### config.mk
export PLATFORM = sky130hd
export DESIGN_NAME = simple_write_arbiter
export DESIGN_NICKNAME = d
export VERILOG_FILES = /design/src/rtl/simple_write_arbiter.sv
export SDC_FILE = /design/constraint.sdc
export NUM_CORES = 1
export LEC_CHECK = 0
export BUFFER_PORTS_ARGS = -buffer_cell sky130_fd_sc_hd__buf_4
export CAP_MARGIN = 40
export CORE_AREA = 4 4 154 156
export DETAILED_ROUTE_END_ITERATION = 8
export DIE_AREA = 0 0 158 160
export SLEW_MARGIN = 20
export SYNTH_ARGS = -nofsm -noshare
export SYNTH_HDL_FRONTEND = slang
export SYNTH_SLANG_ARGS = --single-unit
export TNS_END_PERCENT = 5
### constraint.sdc
create_clock -name clk_i -period 5.56 [get_ports clk_i]
set_input_delay 0.556 -clock clk_i [delete_from_list [all_inputs] [get_ports clk_i]]
set_output_delay 0.556 -clock clk_i [all_outputs]
set_load 0.02 [all_outputs]
### src/rtl/simple_write_arbiter.sv
// rtl/simple_write_arbiter.sv - round-robin arbiter sharing one simple-write master port
// The grant is held for a whole transfer; zero-length requests complete locally.
module simple_write_arbiter #(
  parameter int N_REQ      = 4,
  parameter int AXI_ADDR_W = 32,
  parameter int AXI_DATA_W = 32,
  parameter int LEN_W      = 8,
  localparam int STRB_W    = AXI_DATA_W / 8,
  localparam int IDX_W     = (N_REQ > 1) ? $clog2(N_REQ) : 1
) (
  input  logic                      clk_i,
  input  logic                      rst_ni,
  input  logic [N_REQ-1:0]          r_wvalid_i,
  output logic [N_REQ-1:0]          r_wready_o,
  input  logic [N_REQ*AXI_ADDR_W-1:0] r_waddr_i,
  input  logic [N_REQ*AXI_DATA_W-1:0] r_wdata_i,
  input  logic [N_REQ*STRB_W-1:0]   r_wstrb_i,
  input  logic [N_REQ*LEN_W-1:0]    r_wlen_i,
  output logic [N_REQ-1:0]          r_wlast_o,
  output logic                      m_wvalid_o,
  input  logic                      m_wready_i,
  output logic [AXI_ADDR_W-1:0]     m_waddr_o,
  output logic [AXI_DATA_W-1:0]     m_wdata_o,
  output logic [STRB_W-1:0]         m_wstrb_o,
  output logic [LEN_W-1:0]          m_wlen_o,
  input  logic                      m_wlast_i,
  output logic [IDX_W-1:0]          gnt_o,
  output logic                      busy_o,
  output logic [N_REQ-1:0]          zero_len_err_o
);

  typedef enum logic [1:0] {ST_IDLE, ST_BUSY, ST_ZERO} state_t;

  state_t           state_q, state_d;
  logic [IDX_W-1:0] gnt_q, gnt_d;
  logic [IDX_W-1:0] rr_ptr_q, rr_ptr_d;

  logic             pick_found;
  logic [IDX_W-1:0] pick_idx;
  logic             pick_zero;
  logic [IDX_W-1:0] gnt_inc;
  int               cand;

  always_ff @(posedge clk_i or negedge rst_ni) begin
    if (!rst_ni) begin
      state_q  <= ST_IDLE;
      gnt_q    <= '0;
      rr_ptr_q <= '0;
    end else begin
      state_q  <= state_d;
      gnt_q    <= gnt_d;
      rr_ptr_q <= rr_ptr_d;
    end
  end

  // First valid requester at or after rr_ptr, scanning modulo N_REQ.
  always_comb begin
    pick_found = 1'b0;
    pick_idx   = '0;
    cand       = 0;
    for (int i = 0; i < N_REQ; i++) begin
      cand = (int'(rr_ptr_q) + i) % N_REQ;
      if (!pick_found && r_wvalid_i[IDX_W'(cand)]) begin
        pick_found = 1'b1;
        pick_idx   = IDX_W'(cand);
      end
    end
  end

  assign pick_zero = (r_wlen_i[pick_idx*LEN_W +: LEN_W] == '0);
  assign gnt_inc   = (gnt_q == IDX_W'(N_REQ - 1)) ? '0 : gnt_q + 1'b1;
  assign gnt_o     = gnt_q;

  always_comb begin
    state_d        = state_q;
    gnt_d          = gnt_q;
    rr_ptr_d       = rr_ptr_q;
    r_wready_o     = '0;
    r_wlast_o      = '0;
    zero_len_err_o = '0;
    busy_o         = 1'b0;
    m_wvalid_o     = 1'b0;
    m_waddr_o      = '0;
    m_wdata_o      = '0;
    m_wstrb_o      = '0;
    m_wlen_o       = '0;
    case (state_q)
      ST_IDLE: begin
        if (pick_found) begin
          gnt_d   = pick_idx;
          state_d = pick_zero ? ST_ZERO : ST_BUSY;
        end
      end
      ST_BUSY: begin
        busy_o             = 1'b1;
        m_wvalid_o         = r_wvalid_i[gnt_q];
        m_waddr_o          = r_waddr_i[gnt_q*AXI_ADDR_W +: AXI_ADDR_W];
        m_wdata_o          = r_wdata_i[gnt_q*AXI_DATA_W +: AXI_DATA_W];
        m_wstrb_o          = r_wstrb_i[gnt_q*STRB_W +: STRB_W];
        m_wlen_o           = r_wlen_i[gnt_q*LEN_W +: LEN_W];
        r_wready_o[gnt_q]  = m_wready_i;
        r_wlast_o[gnt_q]   = m_wlast_i;
        if (r_wvalid_i[gnt_q] && m_wready_i && m_wlast_i) begin
          state_d  = ST_IDLE;
          rr_ptr_d = gnt_inc;
        end
      end
      ST_ZERO: begin
        // The bridge never sees a zero-length request; acknowledge it here.
        r_wready_o[gnt_q]     = 1'b1;
        r_wlast_o[gnt_q]      = 1'b1;
        zero_len_err_o[gnt_q] = 1'b1;
        state_d               = ST_IDLE;
        rr_ptr_d              = gnt_inc;
      end
      default: state_d = ST_IDLE;
    endcase
  end

endmodule

==> flow_metrics.py, run 1 <==
metrics = {
    "cts": {
        "htreeDepth": 1,
        "insertion_delay_ps": 230,
        "numCtsBuffers": 3,
        "post_cts_buffers": 0,
        "cts_resized": 0,
        "clockRootBuffer": "clkbuf_16",
        "cts_hold_buffers": 0,
        "cts_sinks": 6,
        "cts_tree": "built",
        "clk_pin_slew_ps": 30,
        "clockBufferDepth": 2,
    },
    "power": {
        "p_int_uw": 1340,
        "p_per_area_mw_per_mm2": 393,
        "clockPowerShare_pct": 4.8,
        "power_uw": 2510,
        "switchingPower_uw": 1170,
        "ir_drop_mv": 0.175,
        "switching_share_pct": 46.6,
        "seqPwrFrac_pct": 7.9,
        "leakage_uw": 0.00299,
        "combPwrFrac_pct": 87.4,
    },
    "placement": {
        "post-place-ws_ps": 2630,
        "place.gp.congestion": 0.942,
        "dpl-instance-area_mm2": 0.00629,
        "hpwl_um": 15900,
        "io_buffers": 403,
        "placed_cells_incl_taps": 927,
    },
    "worst_setup_path": {
        "critPathMostFrequentCell": "buf_4",
        "end_kind": "primary output",
        "slowest_stage": "dfrtp_4",
        "cp_cell_sequence": "buf_4, mux4_2, and2_1, buf_4",
        "cp_num_buf_inv": 2,
        "required_ps": 5000,
        "max_stage_delay_ps": 790,
        "setup.worst_path.class": "flop to primary output",
        "crit_arrival_ps": 2520,
        "cp_top_family": "flip-flops",
        "startpoint_type": "flop",
        "crit_fanout": 33,
    },
    "global_route": {
        "first_global_vias": 4505,
        "grt_pass1_wl_um": 25300,
        "grt_util_all_layers_pct": 12.9,
        "antenna_found_initial": 0,
        "grt_overflow": 0,
        "grt_max_degree": 44,
    },
    "synth": {
        "yosysMostFrequentCell": "and2_1",
        "synth_edf_count": 0,
        "synthFlopType": "dfrtp_1",
        "synthTopCellsByCount": "and2_1 (90), mux4_2 (77), clkbuf_1 (13)",
        "ys_warn_count": 0,
        "ys_seq_elements": 6,
        "synth-async-reset-ratio_pct": 100,
        "syn_avg_cell_area_um2": 11.4,
        "synth_area_mm2": 0.00300,
        "syn_nets": 581,
        "yosys.area.top_type": "mux4_2",
        "yosysTopAreaCellShare_pct": 57.8,
        "yosysUniqueCellTypes": 27,
        "ys_seq_area_share_pct": 5.01,
        "synthCells": 262,
        "synth_area_leaders": "mux4_2 (58%), and2_1 (19%), dfrtp_1 (5.0%)",
    },
    "detailed_routing": {
        "drc": 0,
        "vias": 3976,
        "via_per_inst": 4.27,
        "ant_nets": 0,
        "first_pass_iters": 4,
        "top_layer": "met4",
        "wl_met3_um": 1860,
        "postRouteWirelength_um": 17900,
        "first_iter_violations": 168,
        "dr_wl_met2_um": 9290,
        "wl_met1_um": 6400,
        "routedWlPerCell_um": 19.2,
    },
    "sta": {
        "tns_ps": 0,
        "setup_ws_ps": 2480,
        "timing.fmax_mhz": 325,
        "rsz0062_at_grt": "false",
        "period_needed_ps": 3080,
        "worst_pin_slew_ps": 688,
        "hold_violations": 0,
        "relSlewSlack_pct": 54.1,
        "setup_viol": 0,
        "slew_violations": 0,
        "fin_skew_ps": 0.441,
        "fin_crit_sh_pct": 55.4,
    },
    "finish": {
        "syn_to_final_growth_pct": 113,
        "nNetsFinal": 966,
        "drive_gt1_share_pct": 76.6,
        "instances_no_fill": 931,
        "final_area_mm2": 0.00637,
        "n_antenna_cell": 0,
    },
    "outcome": {
        "status": "finished, final reports clean",
    },
    "die": {
        "initial_utilization_pct": 13.4,
        "core-area_mm2": 0.0224,
        "ioPinCount": 404,
        "dieArea_mm2": 0.0253,
        "fp.dieW_um": 158,
        "die_y_um": 160,
        "rows": 55,
    },
    "flow_run": {
        "cap_violations": 0,
    },
    "min_path": {
        "hold_path.class": "primary input to async pin",
    },
}
[layout by cell type, fill, tap and decap left out, drive strengths merged]
master  count
a22o        2
o21ai       4
nand2b      3
a211o       1
o31ai       2
nor2        6
ha          7
a21o        1
clkbuf      4
inv         5
mux2i       2
nor4        9
nand2       9
dfrtp       6
buf       407
a31oi       1
and2       90
a21oi       4
nor2b       3
mux4       77
o41ai       1
mux2        2
[area by class of cell]
type	count	area (um^2)
clock buffers	4	78.8
fillers	2367	16000
inverters	5	18.8
multi-input cells	224	2710
flip-flops and latches	6	158
well taps	285	357
repair buffers	407	3060
[worst paths after layout]
check                      startpoint            end  slack (ps)  cells after the start
setup / recovery             gnt_o[0]  m_wdata_o[20]        2480                      4
hold / removal                 rst_ni    rr_ptr_q[1]         130                      1
hold reg to reg            state_q[0]     state_q[0]         540                      2
min in group clk_i         state_q[0]     state_q[0]         540                      2
max in group asynchronous      rst_ni       gnt_o[0]        5300                      1
setup reg to reg           state_q[1]    rr_ptr_q[1]        3130                      7
[power by group through the flow]
stage | clock, uW | sequential (uW) | combinational (uW)
6_report | 120 | 197 | 2190
5_1_grt | 124 | 215 | 2340
4_1_cts | 123 | 206 | 2220
3_5_place_dp | 0 | 206 | 2220
3_3_place_gp | 0 | 204 | 2210
2_1_floorplan | 0 | 88.1 | 1500
[flip-flops by register name (all words and copies together) (netlist names)]
register  count
gnt_o         2
rr_ptr_q      2
state_q       2
[kinds of logic after synthesis]
kind of cell,after synthesis,synth area share [%]
muxes,81,59.4
buffers and inverters,32,4.84
AOI/OAI and AO/OA,16,4.01
and+or+nand+nor,120,23.9
adders and majority gates,7,2.92
DFF,6,5.01
[layer usage]
metal,vias up,track usage (%)
li1,1806,-
met1,1885,14.2
met2,262,24.5
met3,23,3.20
met4,0,2.87
met5,-,0
[per-stage QoR]
stage	utilization [%]	hold slack, ps
after floorplan	-	260
after global placement	28.1	367
after detailed placement	28.1	370
after CTS	28.5	127
after global routing	28.5	131
final	28.5	128
[worst reg2reg max path, stage by stage, from the launching register on]
cell and delay [ps]:
dfrtp_1 400, inv_1 90, ha_2 620, buf_4 450
inv_1 130, a31oi_4 240, nor2_2 70, mux2_4 300
Power figures use the tool's default switching activity.
==> run 2: changes to the inputs <==
--- a/config.mk
+++ b/config.mk
@@ -5,11 +5,12 @@
 export SDC_FILE = /design/constraint.sdc
 export NUM_CORES = 1
 export LEC_CHECK = 0
+export ABC_AREA = 1
 export BUFFER_PORTS_ARGS = -buffer_cell sky130_fd_sc_hd__buf_4
 export CAP_MARGIN = 40
-export CORE_AREA = 4 4 154 156
+export CORE_AREA = 4 4 155 157
 export DETAILED_ROUTE_END_ITERATION = 8
-export DIE_AREA = 0 0 158 160
+export DIE_AREA = 0 0 159 161
 export SLEW_MARGIN = 20
 export SYNTH_ARGS = -nofsm -noshare
 export SYNTH_HDL_FRONTEND = slang
==> constraint.sdc (replaced) <==
create_clock -name clk_i -period 2.6 [get_ports clk_i]
set_input_delay 0.26 -clock clk_i [delete_from_list [all_inputs] [get_ports clk_i]]
set_output_delay 0.26 -clock clk_i [all_outputs]
set_load 0.02 [all_outputs]
==> run 2 against run 1 <==
Global-route usage increased by 2.5 points. Non-clock buffer count rose by 9. Final cell count is 49% higher. Highest routed layer unchanged. Critical path depth increased by 1. Largest cell class unchanged. Area after synthesis increased by 17%. Sequential share of layout area decreased by 0.23 points. Register-to-register slack worse by 2300 ps. Synthesized cell count rose to 2.8 times the previous value. Via count rose by 55%. First-iteration DRC count increased to 2.6 times the previous value.
==> flow_metrics.py, run 2 <==
metrics = {
    "synth": {
        "yosysMostFrequentCell": "nor2_1",
        "synth-async-reset-ratio_pct": 100,
        "synth_edf_count": 0,
        "yosysTopAreaCellShare_pct": 31.5,
        "synthTopCellsByCount": "nor2_1 (295), o21ai_0 (156), a21oi_1 (88)",
        "synthFlopType": "dfrtp_1",
        "yosys.area.top_type": "nor2_1",
        "syn_nets": 1062,
        "synthCells": 743,
        "synth_area_mm2": 0.00352,
        "ys_warn_count": 0,
        "synth_area_leaders": "nor2_1 (31%), o21ai_0 (22%), a21oi_1 (13%)",
        "syn_avg_cell_area_um2": 4.73,
        "yosysUniqueCellTypes": 29,
        "ys_seq_area_share_pct": 4.27,
        "ys_seq_elements": 6,
    },
    "worst_setup_path": {
        "setup.worst_path.class": "flop to primary output",
        "reg2reg_slack_ps": 780,
        "crit_fanout": 53,
        "crit_arrival_ps": 2000,
        "end_kind": "primary output",
        "required_ps": 2340,
        "startpoint_type": "flop",
    },
    "power": {
        "combPwrFrac_pct": 92.6,
        "p_per_area_mw_per_mm2": 954,
        "switching_share_pct": 60.1,
        "seqPwrFrac_pct": 3.4,
        "switchingPower_uw": 3960,
        "leakage_uw": 0.00352,
        "clockPowerShare_pct": 4.0,
        "p_int_uw": 2630,
        "ir_drop_mv": 0.629,
    },
    "sta": {
        "relSlewSlack_pct": 63.2,
        "timing.fmax_mhz": 443,
        "setup_viol": 0,
        "worst_pin_slew_ps": 551,
        "rsz0062_at_grt": "false",
        "period_needed_ps": 2260,
        "tns_ps": 0,
        "slew_violations": 0,
        "fin_skew_ps": 2.61,
        "fin_crit_sh_pct": 86.8,
        "setup_ws_ps": 343,
        "hold_violations": 0,
    },
    "die": {
        "core-area_mm2": 0.0225,
        "die_y_um": 161,
        "fp.dieW_um": 159,
        "initial_utilization_pct": 15.6,
        "dieArea_mm2": 0.0256,
        "rows": 55,
        "ioPinCount": 404,
    },
    "placement": {
        "post-place-ws_ps": 611,
        "place.gp.congestion": 0.932,
        "hpwl_um": 17900,
        "io_buffers": 403,
    },
    "finish": {
        "final_common_cell": "buf_4",
        "final_cell_mix": "buf_4 (409), nor2_1 (295), o21ai_0 (156), a21oi_1 (88), nand2_1 (36)",
        "multiInputGateArea_mm2": 0.00296,
        "drive_gt1_share_pct": 40.5,
        "finalCoreUtilization_pct": 30.7,
        "nNetsFinal": 1424,
        "n_antenna_cell": 0,
        "register_area_um2": 155,
        "fillers": 2499,
        "syn_to_final_growth_pct": 96.4,
    },
    "detailed_routing": {
        "first_iter_violations": 433,
        "drc": 0,
        "first_pass_iters": 5,
        "ant_nets": 0,
        "via_per_inst": 4.45,
        "routedWlPerCell_um": 15.9,
        "postRouteWirelength_um": 22000,
        "vias": 6175,
    },
    "cts": {
        "numCtsBuffers": 3,
        "cts_tree": "built",
        "clk_pin_slew_ps": 40,
        "insertion_delay_ps": 230,
        "clockBufferDepth": 2,
        "cts_resized": 0,
        "cts_sinks": 6,
        "htreeDepth": 1,
        "clockRootBuffer": "clkbuf_16",
    },
    "global_route": {
        "grt_util_all_layers_pct": 15.4,
        "antenna_found_initial": 0,
        "grt_pass1_wl_um": 32600,
        "grt_overflow": 0,
        "first_global_vias": 5867,
        "grt_max_degree": 92,
    },
    "outcome": {
        "status": "finished, final reports clean",
    },
    "flow_run": {
        "cap_violations": 0,
    },
    "min_path": {
        "hold_path.class": "primary input to async pin",
    },
}
-- run 2: cell count changes after synthesis, moves of 10 or more --
cell	change
nor2_1	+290
o21ai_0	+152
and2_1	-89
a21oi_1	+84
mux4_2	-77
nand2_1	+27
inv_1	+26
clkbuf_1	+19
nand3_1	+17
buf_2	+10
nand2_2	+10
-- run 2: routing by layer --
metal / track usage [%] / part of all wire, % / up-vias
met5: 0 / 0 / -
met4: 1.42 / 1.1 / 0
met3: 2.88 / 7.0 / 22
met2: 27.6 / 50 / 272
met1: 19.9 / 42 / 2727
li1: - / - / 3154
-- run 2: layout make-up --
cell class,instances,area share [%]
timing repair buffer,416,46.4
multi-input combinational,640,42.9
clock buffer,4,1.14
tap,285,5.16
inverter,38,2.21
sequential,6,2.25
-- run 2: path summary, 6_finish.rpt --
| path | start | to | cells after the start |
|---|---|---|---|
| max in group asynchronous | rst_ni | gnt_o[0] | 2 |
| max reg2reg | rr_ptr_q[0] | state_q[0] | 9 |
| max | gnt_o[0] | m_waddr_o[0] | 5 |
| min in group clk_i | m_wready_i | state_q[1] | 6 |
| min reg2reg | state_q[1] | state_q[1] | 2 |
| min | rst_ni | gnt_o[1] | 2 |
-- run 2: critical path: stages, from the launching register on --
cell and delay, ps:
dfrtp_4 510, inv_4 360, buf_12 270, o21ai_0 230, a21oi_1 200, buf_4 160
-- run 2: repair_timing --
action / in CTS / in global routing
setup endpoints to repair: 0 / 0
hold buffers: 1 / 0
hold endpoints to repair: 6 / 0
buffers inserted: 0 / 0
-- run 2: power by group through the flow --
stage	clock network (uW)	logic (uW)	registers, uW
floorplan	0	3900	197
CTS	267	6150	221
global route	274	6710	229
finish	266	6100	222
global placement	0	6100	220
detailed placement	0	6120	222
-- run 2: cells by family (layout without fill, tap and decap cells) --
group | Yosys count | count (layout) | share of synthesized area [%]
compound gates | 246 | 246 | 35.0
fa+ha+maj | 7 | 7 | 2.49
buf+inv | 97 | 458 | 11.5
flops | 6 | 6 | 4.27
simple gates | 387 | 387 | 46.7
-- run 2: metrics by stage --
stage	instance area [um^2]	std cells	hold WS (ps)	total power, uW
after global placement	6820	1384	78.8	6320
after global routing	6900	1389	393	7210
after floorplan	3520	743	-35.6	4100
after CTS	6900	1389	388	6630
after detailed placement	6820	1384	78.8	6340
final	6900	1389	387	6590
